`config.mk`:
```
export PLATFORM = sky130hd
export DESIGN_NAME = exec_muldiv_ctrl
export DESIGN_NICKNAME = d
export VERILOG_FILES = /design/src/rtl/muldiv_pkg.sv /design/src/rtl/muldiv_datapath.sv /design/src/rtl/exec_muldiv_ctrl.sv
export SDC_FILE = /design/constraint.sdc
export NUM_CORES = 1
export LEC_CHECK = 0
export CAP_MARGIN = 20
export CELL_PAD_IN_SITES_DETAIL_PLACEMENT = 0
export CELL_PAD_IN_SITES_GLOBAL_PLACEMENT = 1
export CORE_MARGIN = 4
export CORE_UTILIZATION = 35
export DETAILED_ROUTE_END_ITERATION = 7
export PLACE_DENSITY_LB_ADDON = 0.1
export SLEW_MARGIN = 20
export SYNTH_ARGS = -nofsm -noshare
export SYNTH_HDL_FRONTEND = slang
export SYNTH_SLANG_ARGS = --single-unit
export TNS_END_PERCENT = 30
```
`constraint.sdc`:
```
create_clock -name clk -period 37.9 [get_ports clk]
set_input_delay 7.58 -clock clk [delete_from_list [all_inputs] [get_ports clk]]
set_output_delay 7.58 -clock clk [all_outputs]
set_load 0.05 [all_outputs]
```
`src/rtl/muldiv_pkg.sv`:
```
// Shared types and helpers for the RV32M multiply/divide sequencer.
package muldiv_pkg;

    typedef enum logic [2:0] {
        OP_MUL    = 3'd0,
        OP_MULH   = 3'd1,
        OP_MULHSU = 3'd2,
        OP_MULHU  = 3'd3,
        OP_DIV    = 3'd4,
        OP_DIVU   = 3'd5,
        OP_REM    = 3'd6,
        OP_REMU   = 3'd7
    } muldiv_op_e;

    typedef enum logic [1:0] {
        ST_IDLE = 2'd0,
        ST_PREP = 2'd1,
        ST_ITER = 2'd2,
        ST_FIX  = 2'd3
    } muldiv_state_e;

    localparam logic [31:0] DIV_OVF_DIVIDEND = 32'h8000_0000;

    function automatic logic is_signed_a(input muldiv_op_e op);
        return op inside {OP_MULH, OP_MULHSU, OP_DIV, OP_REM};
    endfunction

    function automatic logic is_signed_b(input muldiv_op_e op);
        return op inside {OP_MULH, OP_DIV, OP_REM};
    endfunction

    function automatic logic is_div(input muldiv_op_e op);
        return op[2];
    endfunction

endpackage

```
`src/rtl/muldiv_datapath.sv`:
```
// Shift/add multiplier and restoring divider registers, stepped by the sequencer FSM.
// Optional MULDIV_EARLY_OUT_EN exposes multiply early-termination flags.
module muldiv_datapath
    import muldiv_pkg::*;
#(
    parameter int XLEN = 32
) (
    input  logic            clk,
    input  logic            rst,
    input  muldiv_op_e      i_op,
    input  logic            i_load,
    input  logic [XLEN-1:0] i_src_a,
    input  logic [XLEN-1:0] i_src_b,
    input  logic            i_prep,
    input  logic            i_step,
    output logic            o_div_special,
    output logic            o_mul_skip,
    output logic            o_mul_early,
    output logic [XLEN-1:0] o_result
);

    logic [XLEN-1:0]   r_a;
    logic [XLEN-1:0]   r_b;
    logic [2*XLEN-1:0] r_mcand;
    logic [2*XLEN-1:0] r_prod;
    logic [XLEN-1:0]   r_mplier;
    logic [XLEN-1:0]   r_div;
    logic [XLEN-1:0]   r_quo;
    logic [XLEN:0]     r_rem;
    logic              r_neg;

    logic              w_neg_a;
    logic              w_neg_b;
    logic [XLEN-1:0]   w_abs_a;
    logic [XLEN-1:0]   w_abs_b;
    logic              w_div_zero;
    logic              w_div_ovf;
    logic              w_is_div;
    logic [XLEN+1:0]   w_shift;
    logic [XLEN+1:0]   w_sub;
    logic              w_sub_ok;
    logic [2*XLEN-1:0] w_prod_fix;
    logic [XLEN-1:0]   w_quo_fix;
    logic [XLEN-1:0]   w_rem_fix;

    assign w_is_div   = is_div(i_op);
    assign w_neg_a    = is_signed_a(i_op) & r_a[XLEN-1];
    assign w_neg_b    = is_signed_b(i_op) & r_b[XLEN-1];
    assign w_abs_a    = w_neg_a ? -r_a : r_a;
    assign w_abs_b    = w_neg_b ? -r_b : r_b;
    assign w_div_zero = (r_b == '0);
    assign w_div_ovf  = is_signed_b(i_op) && (r_a == XLEN'(DIV_OVF_DIVIDEND)) && (r_b == '1);

    assign o_div_special = w_is_div && (w_div_zero || w_div_ovf);

`ifdef MULDIV_EARLY_OUT_EN
    assign o_mul_skip  = w_div_zero;
    assign o_mul_early = (r_mplier[XLEN-1:1] == '0);
`else
    assign o_mul_skip  = 1'b0;
    assign o_mul_early = 1'b0;
`endif

    // Restoring step: the borrow out of the trial subtraction decides the quotient bit.
    assign w_shift  = {r_rem, r_quo[XLEN-1]};
    assign w_sub    = w_shift - {2'b00, r_div};
    assign w_sub_ok = ~w_sub[XLEN+1];

    // NOTE: sequential state uses non-blocking assignments so every register samples pre-edge values.
    always_ff @(posedge clk or posedge rst) begin
        if (rst) begin
            r_a      <= '0;
            r_b      <= '0;
            r_mcand  <= '0;
            r_prod   <= '0;
            r_mplier <= '0;
            r_div    <= '0;
            r_quo    <= '0;
            r_rem    <= '0;
            r_neg    <= 1'b0;
        end else begin
            if (i_load) begin
                r_a <= i_src_a;
                r_b <= i_src_b;
            end
            if (i_prep) begin
                r_mcand  <= {{XLEN{1'b0}}, w_abs_a};
                r_mplier <= w_abs_b;
                r_prod   <= '0;
                r_div    <= w_abs_b;
                r_quo    <= w_abs_a;
                r_rem    <= '0;
                r_neg    <= (w_is_div && i_op[1]) ? w_neg_a : (w_neg_a ^ w_neg_b);
                if (w_is_div && w_div_zero) begin
                    r_quo <= '1;
                    r_rem <= {1'b0, r_a};
                    r_neg <= 1'b0;
                end else if (w_is_div && w_div_ovf) begin
                    r_quo <= XLEN'(DIV_OVF_DIVIDEND);
                    r_rem <= '0;
                    r_neg <= 1'b0;
                end
            end
            if (i_step) begin
                if (w_is_div) begin
                    r_rem <= w_sub_ok ? w_sub[XLEN:0] : w_shift[XLEN:0];
                    r_quo <= {r_quo[XLEN-2:0], w_sub_ok};
                end else begin
                    if (r_mplier[0]) begin
                        r_prod <= r_prod + r_mcand;
                    end
                    r_mcand  <= r_mcand << 1;
                    r_mplier <= r_mplier >> 1;
                end
            end
        end
    end

    assign w_prod_fix = r_neg ? -r_prod : r_prod;
    assign w_quo_fix  = r_neg ? -r_quo : r_quo;
    assign w_rem_fix  = r_neg ? -r_rem[XLEN-1:0] : r_rem[XLEN-1:0];

    // NOTE: a default assignment ahead of the case keeps this block free of inferred latches.
    always_comb begin
        o_result = w_prod_fix[XLEN-1:0];
        case (i_op)
            OP_MUL:                        o_result = w_prod_fix[XLEN-1:0];
            OP_MULH, OP_MULHSU, OP_MULHU:  o_result = w_prod_fix[2*XLEN-1:XLEN];
            OP_DIV, OP_DIVU:               o_result = w_quo_fix;
            default:                       o_result = w_rem_fix;
        endcase
    end

endmodule

```
`src/rtl/exec_muldiv_ctrl.sv`:
```
// RV32M multi-cycle sequencer: FSM, iteration counter and pipeline stall for the execute stage.
// Optional MULDIV_EARLY_OUT_EN lets multiplies leave ITER once the multiplier is exhausted.
module exec_muldiv_ctrl
    import muldiv_pkg::*;
#(
    parameter int XLEN  = 32,
    parameter int CNT_W = 5
) (
    input  logic            clk,
    input  logic            rst,
    input  logic            start_i,
    input  logic [2:0]      op_i,
    input  logic [XLEN-1:0] srcA_i,
    input  logic [XLEN-1:0] srcB_i,
    input  logic [4:0]      rd_i,
    input  logic            flush_i,
    output logic            stall_o,
    output logic            busy_o,
    output logic            done_o,
    output logic [XLEN-1:0] result_o,
    output logic [4:0]      rd_o
);

    muldiv_state_e    r_state;
    muldiv_state_e    w_next;
    muldiv_op_e       r_op;
    logic [4:0]       r_rd;
    logic [CNT_W-1:0] r_cnt;
    logic             r_done;
    logic [XLEN-1:0]  r_result;
    logic [4:0]       r_rd_out;

    logic             w_idle;
    logic             w_accept;
    logic             w_prep;
    logic             w_step;
    logic             w_finish;
    logic             w_is_div;
    logic             w_div_special;
    logic             w_mul_skip;
    logic             w_mul_early;
    logic [XLEN-1:0]  w_result;

    assign w_idle   = (r_state == ST_IDLE);
    assign w_accept = w_idle & start_i & ~flush_i;
    assign w_prep   = (r_state == ST_PREP);
    assign w_step   = (r_state == ST_ITER);
    assign w_finish = (r_state == ST_FIX) & ~flush_i;
    assign w_is_div = is_div(r_op);

    assign busy_o   = ~w_idle;
    assign stall_o  = busy_o | w_accept;
    assign done_o   = r_done;
    assign result_o = r_result;
    assign rd_o     = r_rd_out;

    always_comb begin
        w_next = r_state;
        case (r_state)
            ST_IDLE: if (w_accept) w_next = ST_PREP;
            ST_PREP: begin
                if (flush_i)
                    w_next = ST_IDLE;
                else if (w_div_special || (!w_is_div && w_mul_skip))
                    w_next = ST_FIX;
                else
                    w_next = ST_ITER;
            end
            ST_ITER: begin
                if (flush_i)
                    w_next = ST_IDLE;
                else if ((r_cnt == '0) || (!w_is_div && w_mul_early))
                    w_next = ST_FIX;
            end
            default: w_next = ST_IDLE;
        endcase
    end

    always_ff @(posedge clk or posedge rst) begin
        if (rst) begin
            r_state  <= ST_IDLE;
            r_op     <= OP_MUL;
            r_rd     <= '0;
            r_cnt    <= '0;
            r_done   <= 1'b0;
            r_result <= '0;
            r_rd_out <= '0;
        end else begin
            r_state <= w_next;
            r_done  <= w_finish;
            if (w_accept) begin
                r_op <= muldiv_op_e'(op_i);
                r_rd <= rd_i;
            end
            if (w_prep) begin
                r_cnt <= CNT_W'(XLEN - 1);
            end else if (w_step) begin
                r_cnt <= r_cnt - CNT_W'(1);
            end
            // Flush in FIX drops the completion, so the visible result only moves on a real finish.
            if (w_finish) begin
                r_result <= w_result;
                r_rd_out <= r_rd;
            end
        end
    end

    muldiv_datapath #(
        .XLEN (XLEN)
    ) u_datapath (
        .clk           (clk),
        .rst           (rst),
        .i_op          (r_op),
        .i_load        (w_accept),
        .i_src_a       (srcA_i),
        .i_src_b       (srcB_i),
        .i_prep        (w_prep),
        .i_step        (w_step),
        .o_div_special (w_div_special),
        .o_mul_skip    (w_mul_skip),
        .o_mul_early   (w_mul_early),
        .o_result      (w_result)
    );

endmodule

```
# Word level (Yosys, flattened, before mapping)
# Index checks and enable logic that the tools add are counted.
dict set report word_totals {
  regBits 375
  word_cells 101
}
dict set report op_classes {
  add_sub_neg 8
  eq_ne 13
  n_mux 37
  bitwise 10
  reduce_logical 17
}
# cell count
set ops {}
lappend ops {{$mux 64} 8}
lappend ops {{$mux 32} 13}
lappend ops {{$mux 33} 4}
lappend ops {{$neg 32->32} 4}
lappend ops {{$pmux 32 s3} 1}
lappend ops {{$add 64x64->64} 1}
lappend ops {{$eq 32x32->1 const B} 2}
lappend ops {{$neg 64->64} 1}
lappend ops {{$sub 34x32->34} 1}
lappend ops {{$logic_not 32->1} 1}
lappend ops {{$mux 5} 2}
lappend ops {{$eq 3x3->1 const B} 3}
lappend ops {{$mux 2} 4}
lappend ops {{$eq 3x2->1 const B} 2}
lappend ops {{$logic_and 1x1->1} 6}
lappend ops {{$pmux 2 s3} 1}
lappend ops {{$and 1x1->1} 5}
lappend ops {{$logic_not 5->1} 1}
lappend ops {{$sub 5x1->5 const B} 1}
lappend ops {{$eq 2x2->1 const B} 2}
lappend ops {{$mux 1} 4}
lappend ops {{$reduce_bool 4->1} 1}
lappend ops {{$eq 3x1->1 const B} 1}
lappend ops {{$logic_not 3->1} 1}
lappend ops {{13 further kinds} 15}

# Logic depth before layout (Yosys ltp)
dict set report depth {
  ltp_word 10
  ltp_mapped 14
}

# By module
# Synthesis repeated with hierarchy kept, for this count alone.
dict set report hier_totals {
  cells_unflattened 2967
  area_unflattened_um2 25655.9
}
# mod n_inst cells_per_inst area_per_inst_um2 seq_area_each_um2
set by_module_without_submodules {}
lappend by_module_without_submodules {muldiv_datapath 1 2816 23451.2 8057.7}
lappend by_module_without_submodules {exec_muldiv_ctrl 1 151 2204.6 1326.3}

# Worst setup path after synthesis
# Ideal clock, no wire load.
dict set report synth_path {
  path_kind {input port to output port}
  start {input flush_i}
  end {output stall_o}
  t_arrival_ns 8.285
  t_required_ns 30.320
  slack_ns 22.035
  cell_stages 3
  n_path_buf 1
  cell_sequence {nand3b_1 > clkbuf_1 > nand2_1}
}
dict set report synth_via {
  elab_chain_len 3
}
# item line_no
set synth_rtl {}
lappend synth_rtl {{start: declaration} exec_muldiv_ctrl.sv:16} ;# input logic flush_i,
lappend synth_rtl {{$not 1->1} exec_muldiv_ctrl.sv:45} ;# assign w_accept = w_idle & start_i & ~flush_i;
lappend synth_rtl {{$and 1x1->1} exec_muldiv_ctrl.sv:45}
lappend synth_rtl {{$or 1x1->1} exec_muldiv_ctrl.sv:52} ;# assign stall_o = busy_o | w_accept;
lappend synth_rtl {{end: declaration} exec_muldiv_ctrl.sv:17} ;# output logic stall_o,
# No other way between the ends.

# Worst setup path after layout
# Ends and elaborated chain as after synthesis.

==> results.py <==
metrics = {
    "status": {
        "run_status": "completed",
    },
    "yosys": {
        "post_synth_main_area_contributors": "sky130_fd_sc_hd__dfrtp_1 37%, sky130_fd_sc_hd__o21ai_0 7.8%, sky130_fd_sc_hd__nand2_1 6.4%",
        "synth_largest_type_area_fraction_pct": 36.5,
        "yosys-top-cells-count": "438 x sky130_fd_sc_hd__nand2_1, 402 x sky130_fd_sc_hd__o21ai_0, 375 x sky130_fd_sc_hd__dfrtp_1, 206 x sky130_fd_sc_hd__a21oi_1, 180 x sky130_fd_sc_hd__clkbuf_1",
        "synth.yosys.seq_area_share_pct": 36.5,
        "netlist_area_um2": 25700,
        "mappedNetlistNets": 3252,
        "dominantRegCellSynth": "sky130_fd_sc_hd__dfrtp_1",
        "postSynthRegisterBits": 375,
        "synth_top_area_cell": "sky130_fd_sc_hd__dfrtp_1",
        "synth-async-reset-ratio_pct": 100,
        "post_synth_num_cell_types": 75,
        "post_synth_inst_count": 3066,
        "yosysMostFrequentCell": "sky130_fd_sc_hd__nand2_1",
        "synth_area_per_cell_um2": 8.38,
        "yosysWarnings": 0,
        "synth-edff-count": 0,
    },
    "detailed_routing": {
        "met3_length_mm": 4.05,
        "drt_drc_violations_left": 0,
        "drt-pass1-iter-count": 7,
        "final_wirelength_mm": 92.8,
        "top_layer": "met5",
        "detailedRoute.firstIterationViolations": 1790,
        "met1_length_mm": 44.9,
        "detailroute.via_count": 23200,
        "drtAntennaViolNets": 0,
        "via_per_inst": 5.72,
        "dr_wl_met2_mm": 42.2,
        "routed_wire_length_per_instance_um": 22.9,
    },
    "power_and_ir_drop": {
        "power_leakage_nw": 12.1,
        "comb_power_share_pct": 57.2,
        "total_switching_power_mw": 1.48,
        "power.internal_mw": 1.46,
        "power.density_cell_area_nw_per_um2": 101,
        "register_share_of_total_power_pct": 27.2,
        "power.share.clock_pct": 15.6,
        "power.share.switching_pct": 50.3,
        "totalPowerFinal_mw": 2.94,
        "peakVddDrop_mv": 0.0590,
    },
    "critical_path": {
        "critical_path_arrival_ns": 9.73,
        "timing.critical_path.max_delay_family": "buffers and inverters",
        "ff2ff_path_depth": 12,
        "timing.setup.critical_path_class": "primary input to output pin",
        "crit_path_frequent_cell": "sky130_fd_sc_hd__clkdlybuf4s50_1",
        "setup.worst_path.start": "flush_i",
        "rr_endpoint": "u_datapath.r_prod[61]",
        "worstSetupEndpointType": "output pin",
        "cp-start-kind": "primary input",
        "crit-reg2reg-launch": "u_datapath.r_prod[26]",
        "worstPathBufferInverterCount": 2,
        "worst-endpoint-required_ns": 30.32,
        "worstPathMaxFanout": 15,
        "worst_setup_path_endpoint": "stall_o",
        "critical-path-slowest-cell": "sky130_fd_sc_hd__clkdlybuf4s50_1",
        "crit_chain": "clkdlybuf4s50_1, nand3b_1, nand2_1, clkdlybuf4s50_1",
        "rrSetupSlack_ns": 33.28,
        "timing.critical_path.slowest_cell_delay_ns": 0.84,
        "worstSetupPathDepth": 4,
    },
    "sta": {
        "worst_clock_skew_on_the_final_layout_ns": 0.0196,
        "final-setup-viol-count": 0,
        "maxSlewHeadroom_pct": 22.3,
        "grt_setup_unrepaired": "no",
        "max_freq_mhz": 57.8,
        "finalCriticalPeriod_ns": 17.31,
        "tns_ns": 0,
        "report.final.hold_viol_count": 0,
        "slew_violations": 0,
        "post-route-worst-setup-slack_ns": 20.59,
        "post-route-period-util_pct": 45.7,
        "worstMarginPinSlew_ns": 1.17,
    },
    "grt": {
        "grt_overflow": 0,
        "first_pass_grt_wire_length_mm": 141,
        "maximum_number_of_pins_on_one_net_before_global_route_repair": 160,
        "global_router_s_overall_resource_usage_pct": 23.3,
        "number_of_global_route_vias_before_repair": 22400,
        "initial_antenna_violation_count": 4,
    },
    "final_layout": {
        "antennaDiodeCount": 0,
        "ratio_of_cells_with_drive_above_1_in_the_final_layout_pct": 7.13,
        "final_area_um2": 29100,
        "finish.net_count": 3246,
        "final_util_pct": 40.0,
        "fillers": 7436,
        "area_delta_synth_final_pct": 13.4,
    },
    "placed_design": {
        "instance_area_after_placement_um2": 27600,
        "place_hpwl_mm": 69.6,
        "port-buffer-count": 115,
        "gp_routability_congestion": 0.880,
        "pre_cts_ws_ns": 20.56,
    },
    "clock_network": {
        "clock_latency_ns": 0.59,
        "cts.path.max_buffers": 3,
        "postCtsResizedCells": 0,
        "numCtsBuffers": 48,
        "cts-root-buf": "sky130_fd_sc_hd__clkbuf_16",
        "cts.sinks": 375,
        "cts.reportedPaths.clkPinSlew_ns": 0.06,
        "tritoncts": "yes",
        "cts_htree_levels": 2,
        "cts.hold.buffers_added": 0,
        "post_cts_buffers": 0,
    },
    "floorplanning": {
        "pin_count": 116,
        "die_height_um": 279,
        "floorplan_core_area_um2": 72800,
        "initial_utilization_pct": 35.3,
        "floorplan.rows": 99,
        "die_x_um": 279,
        "floorplan.die_area_um2": 77800,
    },
    "flow_run": {
        "maxCapViolCount": 0,
    },
    "min_path": {
        "min_path_type": "flip-flop to flip-flop",
    },
}
routing by layer:
metal	track usage [%]	vias to the layer above
met2	37.0	583
met5	0	-
met4	4.60	2
li1	-	11100
met3	2.78	95
met1	34.3	11400
per-stage QoR:
| step | std cells | hold WS (ns) |
|---|---|---|
| global route | 4057 | 0.504 |
| floorplan | 3066 | 0.433 |
| finish | 4057 | 0.466 |
| CTS | 4057 | 0.468 |
| global placement | 3968 | 0.447 |
| detailed placement | 3969 | 0.460 |
worst min path at each step:
stage,from,end,depth (start not counted)
floorplan,r_rd[0],rd_o[0],2
global placement,r_rd[3],rd_o[3],2
detailed placement,u_datapath.r_mplier[1],u_datapath.r_mplier[0],2
CTS,r_rd[3],rd_o[3],2
global route,result_o[29],result_o[29],2
finish,r_rd[3],rd_o[3],2
sequential cells by signal (all words and copies together) (netlist names):
name / cells
u_datapath.r_b: 32
u_datapath.r_mcand: 64
r_rd: 5
r_op: 3
u_datapath.r_quo: 32
u_datapath.r_rem: 33
rd_o: 5
u_datapath.r_a: 32
result_o: 32
done_o: 1
u_datapath.r_neg: 1
r_state: 2
u_datapath.r_mplier: 32
u_datapath.r_div: 32
r_cnt: 5
u_datapath.r_prod: 64
worst reg2reg max path, delay by kind of cell (launching register included):
kind / cells / cell delay, ns
compound gates: 5 / 2.00
buf+inv: 1 / 0.19
mux: 1 / 0.25
flops: 1 / 0.46
simple gates: 4 / 1.00
fa+ha+maj: 1 / 0.57
cell families after synthesis:
kind of cell | Yosys count | synth area share (%)
AOI/OAI and AO/OA | 1004 | 23.8
xor gates and xnor gates | 245 | 8.35
adders and majority gates | 110 | 5.41
buffers and inverters | 275 | 4.05
DFF | 375 | 36.5
muxes | 107 | 4.59
and+or+nand+nor | 950 | 17.3
final cells by class:
cell class,instances,area (µm²),area share (%)
Sequential cell,375,9390,32.2
Tap cell,959,1200,4.12
Clock inverter,24,224,0.769
Inverter,81,314,1.08
Multi-Input combinational cell,2416,15300,52.6
Timing Repair Buffer,138,1350,4.63
Clock buffer,64,1340,4.61
layout by cell type, fill, tap and decap left out, types with 7 or more instances in the layout:
master and n:
sky130_fd_sc_hd__a21o_1 50, sky130_fd_sc_hd__ha_1 107, sky130_fd_sc_hd__and3_1 43, sky130_fd_sc_hd__nor2b_1 20, sky130_fd_sc_hd__nor3_1 52, sky130_fd_sc_hd__a31oi_1 22
sky130_fd_sc_hd__nor4_1 25, sky130_fd_sc_hd__inv_1 78, sky130_fd_sc_hd__o21ai_0 402, sky130_fd_sc_hd__mux2i_1 30, sky130_fd_sc_hd__o211ai_1 16, sky130_fd_sc_hd__or3_1 22
sky130_fd_sc_hd__nor3b_1 7, sky130_fd_sc_hd__nand4_1 36, sky130_fd_sc_hd__o41ai_1 25, sky130_fd_sc_hd__a221oi_1 20, sky130_fd_sc_hd__nand2_1 437, sky130_fd_sc_hd__clkbuf_16 49
sky130_fd_sc_hd__dfrtp_1 373, sky130_fd_sc_hd__clkbuf_1 9, sky130_fd_sc_hd__a21boi_0 34, sky130_fd_sc_hd__nand3_1 89, sky130_fd_sc_hd__o21bai_1 22, sky130_fd_sc_hd__xnor2_1 129
sky130_fd_sc_hd__a222oi_1 7, sky130_fd_sc_hd__and2_1 12, sky130_fd_sc_hd__a21oi_1 206, sky130_fd_sc_hd__or4_1 18, sky130_fd_sc_hd__a211o_1 8, sky130_fd_sc_hd__a211oi_1 40
sky130_fd_sc_hd__mux2_2 76, sky130_fd_sc_hd__nor2_1 130, sky130_fd_sc_hd__clkinv_2 12, sky130_fd_sc_hd__clkdlybuf4s50_1 115, sky130_fd_sc_hd__o31ai_1 54, sky130_fd_sc_hd__o22ai_1 34
sky130_fd_sc_hd__xor2_1 115, sky130_fd_sc_hd__o21a_1 13, sky130_fd_sc_hd__buf_4 21, sky130_fd_sc_hd__nand2b_1 19
power by group through the flow:
stage               clock network, mW  registers, mW  logic [mW]
CTS                             0.475          0.796        1.68
finish                          0.460          0.799        1.68
global route                    0.489          0.820        1.85
global placement                    0          0.798        1.66
floorplan                           0          0.752        1.16
detailed placement                  0          0.803        1.68
(Power assumes the default switching activity.)
